==> src/rtl/oc8051_etr_bank_pkg.sv <==
// ============================================================================
// Module  : oc8051_etr_bank_pkg
// Purpose : SFR addresses, CTRL bit positions and staging-FSM encoding for
//           the ecall target register bank.
// Revision: 1.0 - initial release
// ============================================================================
`default_nettype none

package oc8051_etr_bank_pkg;

  localparam logic [7:0] OC8051_SFR_ETR_IDX  = 8'hE9;
  localparam logic [7:0] OC8051_SFR_ETR_LO   = 8'hEA;
  localparam logic [7:0] OC8051_SFR_ETR_HI   = 8'hEB;
  localparam logic [7:0] OC8051_SFR_ETR_CTRL = 8'hEC;

  // CTRL readback layout
  localparam int ETR_CTRL_VALID  = 0;
  localparam int ETR_CTRL_LOCK   = 1;
  localparam int ETR_CTRL_STAGED = 2;
  localparam int ETR_CTRL_ERR    = 7;

  // CTRL write command bits
  localparam int C_ETR_CMD_LOCK    = 0;
  localparam int C_ETR_CMD_INVAL   = 1;
  localparam int C_ETR_CMD_CLR_ERR = 7;

  typedef enum logic [0:0] {
    ETR_IDLE   = 1'b0,
    ETR_STAGED = 1'b1
  } etr_state_e;

endpackage

`default_nettype wire

==> src/rtl/oc8051_etr_entry.sv <==
// ============================================================================
// Module  : oc8051_etr_entry
// Purpose : One ecall target: 16-bit target with valid and sticky lock.
//           Also exposes the post-write view used for lookup forwarding.
// Revision: 1.0 - initial release
// ============================================================================
`default_nettype none

module oc8051_etr_entry (
  input  logic        clk,
  input  logic        rst,
  input  logic        commit,
  input  logic [15:0] commit_data,
  input  logic        invalidate,
  input  logic        lock_set,
  output logic [15:0] target,
  output logic        valid,
  output logic        lock,
  output logic [15:0] target_nxt,
  output logic        valid_nxt,
  output logic        violation
);

  logic [15:0] r_target;
  logic        r_valid;
  logic        r_lock;

  always_comb begin
    target_nxt = r_target;
    valid_nxt  = r_valid;
    if (!r_lock) begin
      if (commit) begin
        target_nxt = commit_data;
        valid_nxt  = 1'b1;
      end else if (invalidate) begin
        valid_nxt  = 1'b0;
      end
    end
  end

  assign violation = (commit | invalidate) & r_lock;

  always_ff @(posedge clk) begin
    if (rst) begin
      r_target <= 16'h0000;
      r_valid  <= 1'b0;
      r_lock   <= 1'b0;
    end else begin
      r_target <= target_nxt;
      r_valid  <= valid_nxt;
      if (lock_set) begin
        r_lock <= 1'b1;
      end
    end
  end

  assign target = r_target;
  assign valid  = r_valid;
  assign lock   = r_lock;

endmodule

`default_nettype wire

==> src/rtl/oc8051_etr_bank.sv <==
// ============================================================================
// Module  : oc8051_etr_bank
// Purpose : Ecall target register bank with atomic LO/HI commit, per-entry
//           lock/valid and a one-cycle registered lookup port.
// Revision: 1.0 - initial release
// ============================================================================
`default_nettype none

module oc8051_etr_bank
  import oc8051_etr_bank_pkg::*;
#(
  parameter int         N_ENTRIES = 4,
  parameter logic [7:0] SFR_IDX   = OC8051_SFR_ETR_IDX,
  parameter logic [7:0] SFR_LO    = OC8051_SFR_ETR_LO,
  parameter logic [7:0] SFR_HI    = OC8051_SFR_ETR_HI,
  parameter logic [7:0] SFR_CTRL  = OC8051_SFR_ETR_CTRL,
  localparam int        IW        = $clog2(N_ENTRIES)
) (
  input  logic          clk,
  input  logic          rst,
  input  logic          wr,
  input  logic          wr_bit,
  input  logic [7:0]    wr_addr,
  input  logic [7:0]    data_in,
  input  logic [7:0]    rd_addr,
  output logic [7:0]    data_out,
  output logic          rd_hit,
  input  logic          ecall_req,
  input  logic [IW-1:0] ecall_idx,
  output logic          ecall_ack,
  output logic [15:0]   ecall_target,
  output logic          ecall_fault
);

  etr_state_e    r_state;
  etr_state_e    w_state_nxt;
  logic [IW-1:0] r_idx;
  logic [7:0]    r_stage_lo;
  logic          r_err;
  logic          r_ack;
  logic [15:0]   r_target;
  logic          r_fault;

  logic w_wr_ok, w_wr_idx, w_wr_lo, w_wr_hi, w_wr_ctrl;
  logic w_commit, w_hi_idle, w_inval, w_lock_set, w_err_set;

  logic [15:0]          w_tgt     [N_ENTRIES];
  logic [15:0]          w_tgt_nxt [N_ENTRIES];
  logic [N_ENTRIES-1:0] w_vld;
  logic [N_ENTRIES-1:0] w_vld_nxt;
  logic [N_ENTRIES-1:0] w_lck;
  logic [N_ENTRIES-1:0] w_viol;

  assign w_wr_ok    = wr && !wr_bit;
  assign w_wr_idx   = w_wr_ok && (wr_addr == SFR_IDX);
  assign w_wr_lo    = w_wr_ok && (wr_addr == SFR_LO);
  assign w_wr_hi    = w_wr_ok && (wr_addr == SFR_HI);
  assign w_wr_ctrl  = w_wr_ok && (wr_addr == SFR_CTRL);

  assign w_commit   = w_wr_hi && (r_state == ETR_STAGED);
  assign w_hi_idle  = w_wr_hi && (r_state == ETR_IDLE);
  assign w_inval    = w_wr_ctrl && data_in[C_ETR_CMD_INVAL];
  assign w_lock_set = w_wr_ctrl && data_in[C_ETR_CMD_LOCK];
  assign w_err_set  = w_hi_idle || (|w_viol);

  always_comb begin
    w_state_nxt = r_state;
    if (w_wr_idx && (data_in[IW-1:0] != r_idx)) begin
      w_state_nxt = ETR_IDLE;
    end else if (w_wr_lo) begin
      w_state_nxt = ETR_STAGED;
    end else if (w_wr_hi) begin
      w_state_nxt = ETR_IDLE;
    end
  end

  always_ff @(posedge clk) begin
    if (rst) begin
      r_state    <= ETR_IDLE;
      r_idx      <= '0;
      r_stage_lo <= 8'h00;
      r_err      <= 1'b0;
    end else begin
      r_state <= w_state_nxt;
      if (w_wr_idx) begin
        r_idx <= data_in[IW-1:0];
      end
      if (w_wr_lo) begin
        r_stage_lo <= data_in;
      end
      // A new error wins over a simultaneous clear request.
      if (w_err_set) begin
        r_err <= 1'b1;
      end else if (w_wr_ctrl && data_in[C_ETR_CMD_CLR_ERR]) begin
        r_err <= 1'b0;
      end
    end
  end

  for (genvar gi = 0; gi < N_ENTRIES; gi++) begin : g_entry
    logic w_sel;
    assign w_sel = (r_idx == IW'(gi));

    oc8051_etr_entry u_entry (
      .clk         (clk),
      .rst         (rst),
      .commit      (w_commit && w_sel),
      .commit_data ({data_in, r_stage_lo}),
      .invalidate  (w_inval && w_sel),
      .lock_set    (w_lock_set && w_sel),
      .target      (w_tgt[gi]),
      .valid       (w_vld[gi]),
      .lock        (w_lck[gi]),
      .target_nxt  (w_tgt_nxt[gi]),
      .valid_nxt   (w_vld_nxt[gi]),
      .violation   (w_viol[gi])
    );
  end

  // Lookup reads the post-write view so a same-cycle commit is forwarded.
  always_ff @(posedge clk) begin
    if (rst) begin
      r_ack    <= 1'b0;
      r_target <= 16'h0000;
      r_fault  <= 1'b0;
    end else begin
      r_ack <= ecall_req;
      if (ecall_req) begin
        r_target <= w_tgt_nxt[ecall_idx];
        r_fault  <= !w_vld_nxt[ecall_idx];
      end
    end
  end

  assign ecall_ack    = r_ack;
  assign ecall_target = r_target;
  assign ecall_fault  = r_fault && r_ack;

  logic [7:0] w_ctrl_rd;
  logic [15:0] w_cur_tgt;

  assign w_cur_tgt = w_tgt[r_idx];

  always_comb begin
    w_ctrl_rd                  = 8'h00;
    w_ctrl_rd[ETR_CTRL_VALID]  = w_vld[r_idx];
    w_ctrl_rd[ETR_CTRL_LOCK]   = w_lck[r_idx];
    w_ctrl_rd[ETR_CTRL_STAGED] = (r_state == ETR_STAGED);
    w_ctrl_rd[ETR_CTRL_ERR]    = r_err;
  end

  always_comb begin
    data_out = 8'h00;
    rd_hit   = 1'b1;
    if (rd_addr == SFR_IDX) begin
      data_out = 8'(r_idx);
    end else if (rd_addr == SFR_LO) begin
      data_out = w_cur_tgt[7:0];
    end else if (rd_addr == SFR_HI) begin
      data_out = w_cur_tgt[15:8];
    end else if (rd_addr == SFR_CTRL) begin
      data_out = w_ctrl_rd;
    end else begin
      rd_hit   = 1'b0;
    end
  end

endmodule

`default_nettype wire

==> config.mk <==
export PLATFORM = sky130hd
export DESIGN_NAME = oc8051_etr_bank
export DESIGN_NICKNAME = d
export VERILOG_FILES = /design/src/rtl/oc8051_etr_bank_pkg.sv /design/src/rtl/oc8051_etr_entry.sv /design/src/rtl/oc8051_etr_bank.sv
export SDC_FILE = /design/constraint.sdc
export NUM_CORES = 1
export LEC_CHECK = 0
export CORE_MARGIN = 1
export CORE_UTILIZATION = 50
export DETAILED_ROUTE_END_ITERATION = 16
export GPL_ROUTABILITY_DRIVEN = 0
export PLACE_DENSITY = 0.72
export SYNTH_ARGS = -nofsm -noshare
export SYNTH_HDL_FRONTEND = slang
export SYNTH_SLANG_ARGS = --single-unit
export TNS_END_PERCENT = 10
==> constraint.sdc <==
create_clock -name clk -period 3.8 [get_ports clk]
set_clock_uncertainty 0.1 [all_clocks]
set_input_delay 0.38 -clock clk [delete_from_list [all_inputs] [get_ports clk]]
set_output_delay 0.38 -clock clk [all_outputs]
set_load 0.01 [all_outputs]
# After elaboration in Yosys (flattened, before gate mapping)
# Cells that the tools add are included.
# classes
n_mul,0
order_cmp,4
muxes,44
div_mod_pow,0
reduce_logical,32
n_bitwise,11
n_shift,0
n_addsub,0
n_eq_ne,12
# op_table
operator,n
16-bit two-way mux,12
16-bit binary-select mux with 2-bit select,2
8-bit == test (second input constant),8
8-bit two-way mux,4
1-bit logical AND,24
1-bit two-way mux,23
1-bit binary-select mux with 2-bit select,3
3-bit >= comparator (second input constant),2
2-bit by 3-bit < comparator with 1-bit output (second input constant),2
2-bit NOT with 3-bit output,2
1-bit AND,4
2-bit == test (second input constant),2
1-bit OR,4
2-bit nonzero test,2
4-bit OR reduction,1
2-bit by 1-bit == test with 1-bit output (second input constant),1
1-bit zero test,2
2-bit zero test,1
2-bit != test,1
2-bit OR reduction,1
1-bit logical OR,1
1-bit NOT,1
# word_totals
register_bits,102
ramBits,0
memories,0
rom_bits,0
output_inout_bits,27
wordCells,122
latchBits,0

# Depth between registers and ports, before layout
# Gate-level depths: netlist of the first run.
# logic_depth
word_depth,11
mapped_depth,8
mapped_depth_nobuf,5

# Modules after synthesis
# From an unflattened synthesis of the first run, not the netlist that was laid out.
# unflattened
hier_cells,621
area_unflattened_um2,6660.1
# modules_own_cells
module,seq_area_each_um2,cells_per_inst,n_inst,area_each_um2
oc8051_etr_entry,360.3,101,4,1079.8
oc8051_etr_bank,600.6,217,1,2341.0

# Worst setup path after synthesis of the first run
# Ideal clock, no wire load.
# synth_path
path_type,register to output
start,register r_idx[1]
end,output data_out[3]
slack_ps,1653
stages_incl_launch_ff,7
t_required_ps,3320
arrival_time_ps,1667
cell_sequence,dfxtp_1 buf_6 clkbuf_1 clkbuf_1 mux4_2 mux2i_1 nor2_1
# synth_via
elab_chain_cells,7
# synth_lines
item,line_no,source
start: declaration,oc8051_etr_bank.sv:37,logic [IW-1:0] r_idx;
start signal: assignment,oc8051_etr_bank.sv:86,r_idx <= data_in[IW-1:0];
2-bit NOT with 3-bit output (not written as such) *,oc8051_etr_bank.sv:142,assign w_cur_tgt = w_tgt[r_idx];
16-bit binary-select mux with 2-bit select *,oc8051_etr_bank.sv:142,
16-bit two-way mux (not written as such) * (2 in a row),oc8051_etr_bank.sv:142,
8-bit two-way mux,oc8051_etr_bank.sv:159,end else if (rd_addr == SFR_HI) begin
8-bit two-way mux *,oc8051_etr_bank.sv:157,end else if (rd_addr == SFR_LO) begin
8-bit two-way mux *,oc8051_etr_bank.sv:155,if (rd_addr == SFR_IDX) begin
end: declaration,oc8051_etr_bank.sv:26,"output logic [7:0] data_out,"
# Mark *: on every way between the ends. The rest lies on a longest branch, timed or not. The select of a mux whose other input is x is not followed.

# Worst setup path after layout of the first run
# layout_path
start,register r_idx[0]
end,output data_out[0]
# layout_via
elab_chain_cells,7
# layout_lines
item,line_no
2-bit NOT with 3-bit output (not written as such),oc8051_etr_bank.sv:142
16-bit binary-select mux with 2-bit select,oc8051_etr_bank.sv:142
16-bit two-way mux (not written as such) (2 in a row),oc8051_etr_bank.sv:142
8-bit two-way mux,oc8051_etr_bank.sv:159
8-bit two-way mux,oc8051_etr_bank.sv:157
8-bit two-way mux *,oc8051_etr_bank.sv:155
# Marked as above.

==> impl_metrics.prom, run 1 <==
# TYPE chip_impl_metric gauge
chip_impl_info{name="outcome",value="complete, no violations"} 1
chip_impl_metric{name="cts-htree-levels",unit=""} 3
chip_impl_metric{name="path_max_fanout",unit=""} 19
chip_impl_metric{name="grt_first_pass_wirelength",unit="um"} 26680
chip_impl_metric{name="routed_wl",unit="um"} 16640
chip_impl_metric{name="ir_drop",unit="uV"} 267.5
chip_impl_metric{name="drt.antenna.violating_nets",unit=""} 0
chip_impl_metric{name="grt.total_usage",unit="%"} 31.00
chip_impl_metric{name="i_o_pin_cnt",unit=""} 58
chip_impl_metric{name="cts_repair_resize_count",unit=""} 0
chip_impl_metric{name="post-route-util",unit="%"} 60.19
chip_impl_metric{name="finalCritPeriodShare",unit="%"} 91.72
chip_impl_metric{name="synthToLayoutAreaGrowth",unit="%"} 16.98
chip_impl_info{name="timing.critical_path.max_delay_family",value="flip-flops"} 1
chip_impl_metric{name="cts_hold_buf",unit=""} 0
chip_impl_info{name="tritoncts",value="yes"} 1
chip_impl_metric{name="core",unit="um^2"} 10320
chip_impl_metric{name="clk_latency",unit="ns"} 0.37
chip_impl_info{name="timing.setup.critical_path_class",value="register to primary output"} 1
chip_impl_metric{name="inserted_clock_buffers",unit=""} 9
chip_impl_info{name="count_leader_synth",value="nand2_1"} 1
chip_impl_metric{name="finalMaxSlewViolations",unit=""} 0
chip_impl_metric{name="final_design_area_no_fill",unit="um^2"} 6213
chip_impl_info{name="cpMostUsedCell",value="nor3_1"} 1
chip_impl_metric{name="critical_path.max_stage_delay",unit="ns"} 0.93
chip_impl_metric{name="number_of_cells_produced_by_synthesis",unit=""} 627
chip_impl_metric{name="timing.reg2reg.setup_slack",unit="ns"} 0.66
chip_impl_info{name="clock_tree.root_cell",value="clkbuf_8"} 1
chip_impl_metric{name="endpoints_failing_hold",unit=""} 0
chip_impl_metric{name="dp_hpwl",unit="um"} 10990
chip_impl_metric{name="synth_top_area_share",unit="%"} 38.45
chip_impl_metric{name="grt_max_degree",unit=""} 46
chip_impl_metric{name="initial_utilization",unit="%"} 51.45
chip_impl_metric{name="initial_detailed_routing_violation_count",unit=""} 384
chip_impl_metric{name="syn_area_per_cell",unit="um^2"} 8.471
chip_impl_info{name="worst_setup_path_end_kind",value="primary output"} 1
chip_impl_metric{name="avgRoutedWirePerCell",unit="um"} 20.61
chip_impl_metric{name="critical_path_buf_inv_count",unit=""} 2
chip_impl_metric{name="leakage",unit="uW"} 0.002025
chip_impl_metric{name="grt_pass1_vias",unit=""} 5127
chip_impl_metric{name="number_of_maximum_capacitance_violations",unit=""} 0
chip_impl_metric{name="fp.dieH",unit="um"} 105.1
chip_impl_metric{name="tns",unit="ns"} 0
chip_impl_metric{name="asyncSetResetFlopFracSynth",unit="%"} 0
chip_impl_metric{name="route.detailed.vias_per_inst",unit=""} 6.343
chip_impl_metric{name="antenna_found_initial",unit=""} 0
chip_impl_metric{name="netlist_area",unit="um^2"} 5311
chip_impl_metric{name="min_path_cells",unit=""} 2
chip_impl_metric{name="cts_post_setup_buffers_inserted",unit=""} 0
chip_impl_metric{name="final_period_demand_of_the_worst_path",unit="ns"} 3.485
chip_impl_metric{name="worstPathArrival",unit="ns"} 3.01
chip_impl_metric{name="die_width",unit="um"} 105.1
chip_impl_metric{name="fmax",unit="MHz"} 286.9
chip_impl_metric{name="area_enclosed_by_the_die_boundary",unit="um^2"} 11040
chip_impl_metric{name="worst_ep_required_time",unit="ns"} 3.32
chip_impl_metric{name="finalSetupViolCount",unit=""} 0
chip_impl_info{name="crit-reg2reg-launch",value="r_idx[0]$_SDFFE_PP0P_"} 1
chip_impl_info{name="worst_setup_path_start_kind",value="register"} 1
chip_impl_metric{name="ys_ff_latch",unit=""} 102
chip_impl_metric{name="synth.distinct_cells",unit=""} 59
chip_impl_metric{name="ff2ff_path_depth",unit=""} 7
chip_impl_metric{name="route.detailed.drc",unit=""} 0
chip_impl_info{name="timing.critical_path.slowest_stage_cell",value="dfxtp_1"} 1
chip_impl_metric{name="power-per-cell-area",unit="nW/um^2"} 327.6
chip_impl_info{name="timing.critical_path.cells",value="buf_4 > mux4_2 > nor2_1 > nor3_1 > a21oi_1 > nor3_1 > clkdlybuf4s50_1"} 1
chip_impl_info{name="synth_commonest_cells",value="nand2_1, dfxtp_1, a21oi_1"} 1
chip_impl_metric{name="critical_path_depth",unit=""} 7
chip_impl_metric{name="clk_path_buf_depth",unit=""} 2
chip_impl_metric{name="relSlewSlack",unit="%"} 33.23
chip_impl_metric{name="vias",unit=""} 5119
chip_impl_metric{name="numClockSinks",unit=""} 102
chip_impl_info{name="yosys.area.top_type",value="dfxtp_1"} 1
chip_impl_metric{name="num_antenna_cells",unit=""} 0
chip_impl_metric{name="globalRoute.totalOverflow",unit=""} 0
chip_impl_metric{name="clk_pin_slew_worst_paths",unit="ns"} 0.10
chip_impl_metric{name="worstMarginPinSlew",unit="ns"} 0.9941
chip_impl_info{name="r2r_end",value="ecall_target[6]$_SDFFE_PP0P_"} 1
chip_impl_info{name="rsz0062_at_grt",value="no"} 1
chip_impl_metric{name="io_buffers",unit=""} 57
chip_impl_info{name="synth_top_cells_by_area",value="dfxtp_1, nand2_1, a21oi_1"} 1
chip_impl_metric{name="share_of_cells_above_drive_strength_1",unit="%"} 12.22
chip_impl_metric{name="synth_edf_count",unit=""} 0
chip_impl_metric{name="ys_seq_area_share",unit="%"} 38.45
chip_impl_metric{name="placement_rows",unit=""} 37
chip_impl_metric{name="synth_fp_nets",unit=""} 658
chip_impl_metric{name="postPlaceCellArea",unit="um^2"} 5992
chip_impl_info{name="holdPathEnd",value="r_stage_lo[6]$_SDFFE_PP0P_"} 1
chip_impl_metric{name="ys.warnings.count",unit=""} 0
chip_impl_info{name="hold_class",value="input port to register"} 1
chip_impl_info{name="hold_path_startpoint",value="rst"} 1
chip_impl_metric{name="firstDrtPassIters",unit=""} 5
chip_impl_info{name="dominantRegCellSynth",value="dfxtp_1"} 1
chip_impl_metric{name="nets",unit=""} 698
-- cells by family after synthesis --
family,synth area share [%]
and+or+nand+nor,21.44
muxes,10.91
xor gates and xnor gates,0.3299
DFF,38.45
AOI/OAI and AO/OA,23.34
buffers and inverters,5.536
-- layout make-up --
cell class / instances / area, um^2
Tap cell: 136 / 170.2
Clock inverter: 5 / 83.83
Multi-Input combinational cell: 461 / 2989
Timing Repair Buffer: 81 / 745.7
Sequential cell: 102 / 2042
Fill cell: 926 / 4110
Clock buffer: 10 / 137.6
Inverter: 12 / 45.04
-- worst max-delay path by stage --
stage	slack, ns	start	end
detailed placement	0.65	wr_addr[1]	g_entry[2].u_entry.target[8]$_SDFF_PP0_
floorplan	1.65	r_idx[1]$_SDFFE_PP0P_	data_out[3]
finish	0.31	r_idx[0]$_SDFFE_PP0P_	data_out[0]
CTS	0.31	r_idx[0]$_SDFFE_PP0P_	data_out[0]
global placement	0.72	wr_addr[1]	g_entry[2].u_entry.target[8]$_SDFF_PP0_
global route	0.13	r_idx[0]$_SDFFE_PP0P_	data_out[0]
-- power by group --
part           internal [uW]  switching, uW
Clock                    387            382
Sequential              1080           6.88
Combinational           79.3            104
Total                   1540            493
-- layout by cell type, fill, tap and decap left out, types with 11 or more instances in the layout --
cell type	count
clkdlybuf4s50_1	56
dfxtp_1	102
a221oi_2	11
o21ai_0	11
o221ai_1	11
inv_1	12
a21oi_1	92
buf_4	24
o31a_1	11
mux4_2	18
nor2_1	38
mux2i_1	14
and3_1	11
nand2_1	133
o22ai_1	15
nor3_1	22
-- flip-flops by register name, summed over array words and instances, names as in the netlist --
register and flops:
r_idx 2, g_entry.u_entry.target 64, r_err 1, g_entry.u_entry.valid 4, ecall_target 16, g_entry.u_entry.lock 4, r_fault 1, ecall_ack 1
r_stage_lo 8, r_state 1
-- per-layer routing --
layer / up-vias / routed length (um) / track usage, %
met1: 2395 / 6604 / 37.85
met5: - / 0 / 0
met2: 294 / 7783 / 50.28
met4: 0 / 621 / 16.60
li1: 2365 / - / -
met3: 65 / 1627 / 7.673
-- stage by stage --
| stage | worst slack (ns) | cells | power [uW] | hold WS, ns |
|---|---|---|---|---|
| 5_1_grt | 0.1340 | 807 | 2091 | 0.3582 |
| 4_1_cts | 0.3050 | 807 | 2042 | 0.3245 |
| 3_5_place_dp | 0.6461 | 792 | 1288 | 0.3605 |
| 3_3_place_gp | 0.7172 | 792 | 1285 | 0.3507 |
| 2_1_floorplan | 1.653 | 627 | 1198 | 0.3374 |
| 6_report | 0.3145 | 807 | 2036 | 0.3375 |
(Power assumes the default switching activity.)
==> inputs of run 2 (changes only) <==
Settings changed: CTS_BUF_LIST set to sky130_fd_sc_hd__clkbuf_8.
==> results of run 2 <==
No change in the layout: final DEF, timing and power equal those of run 1.
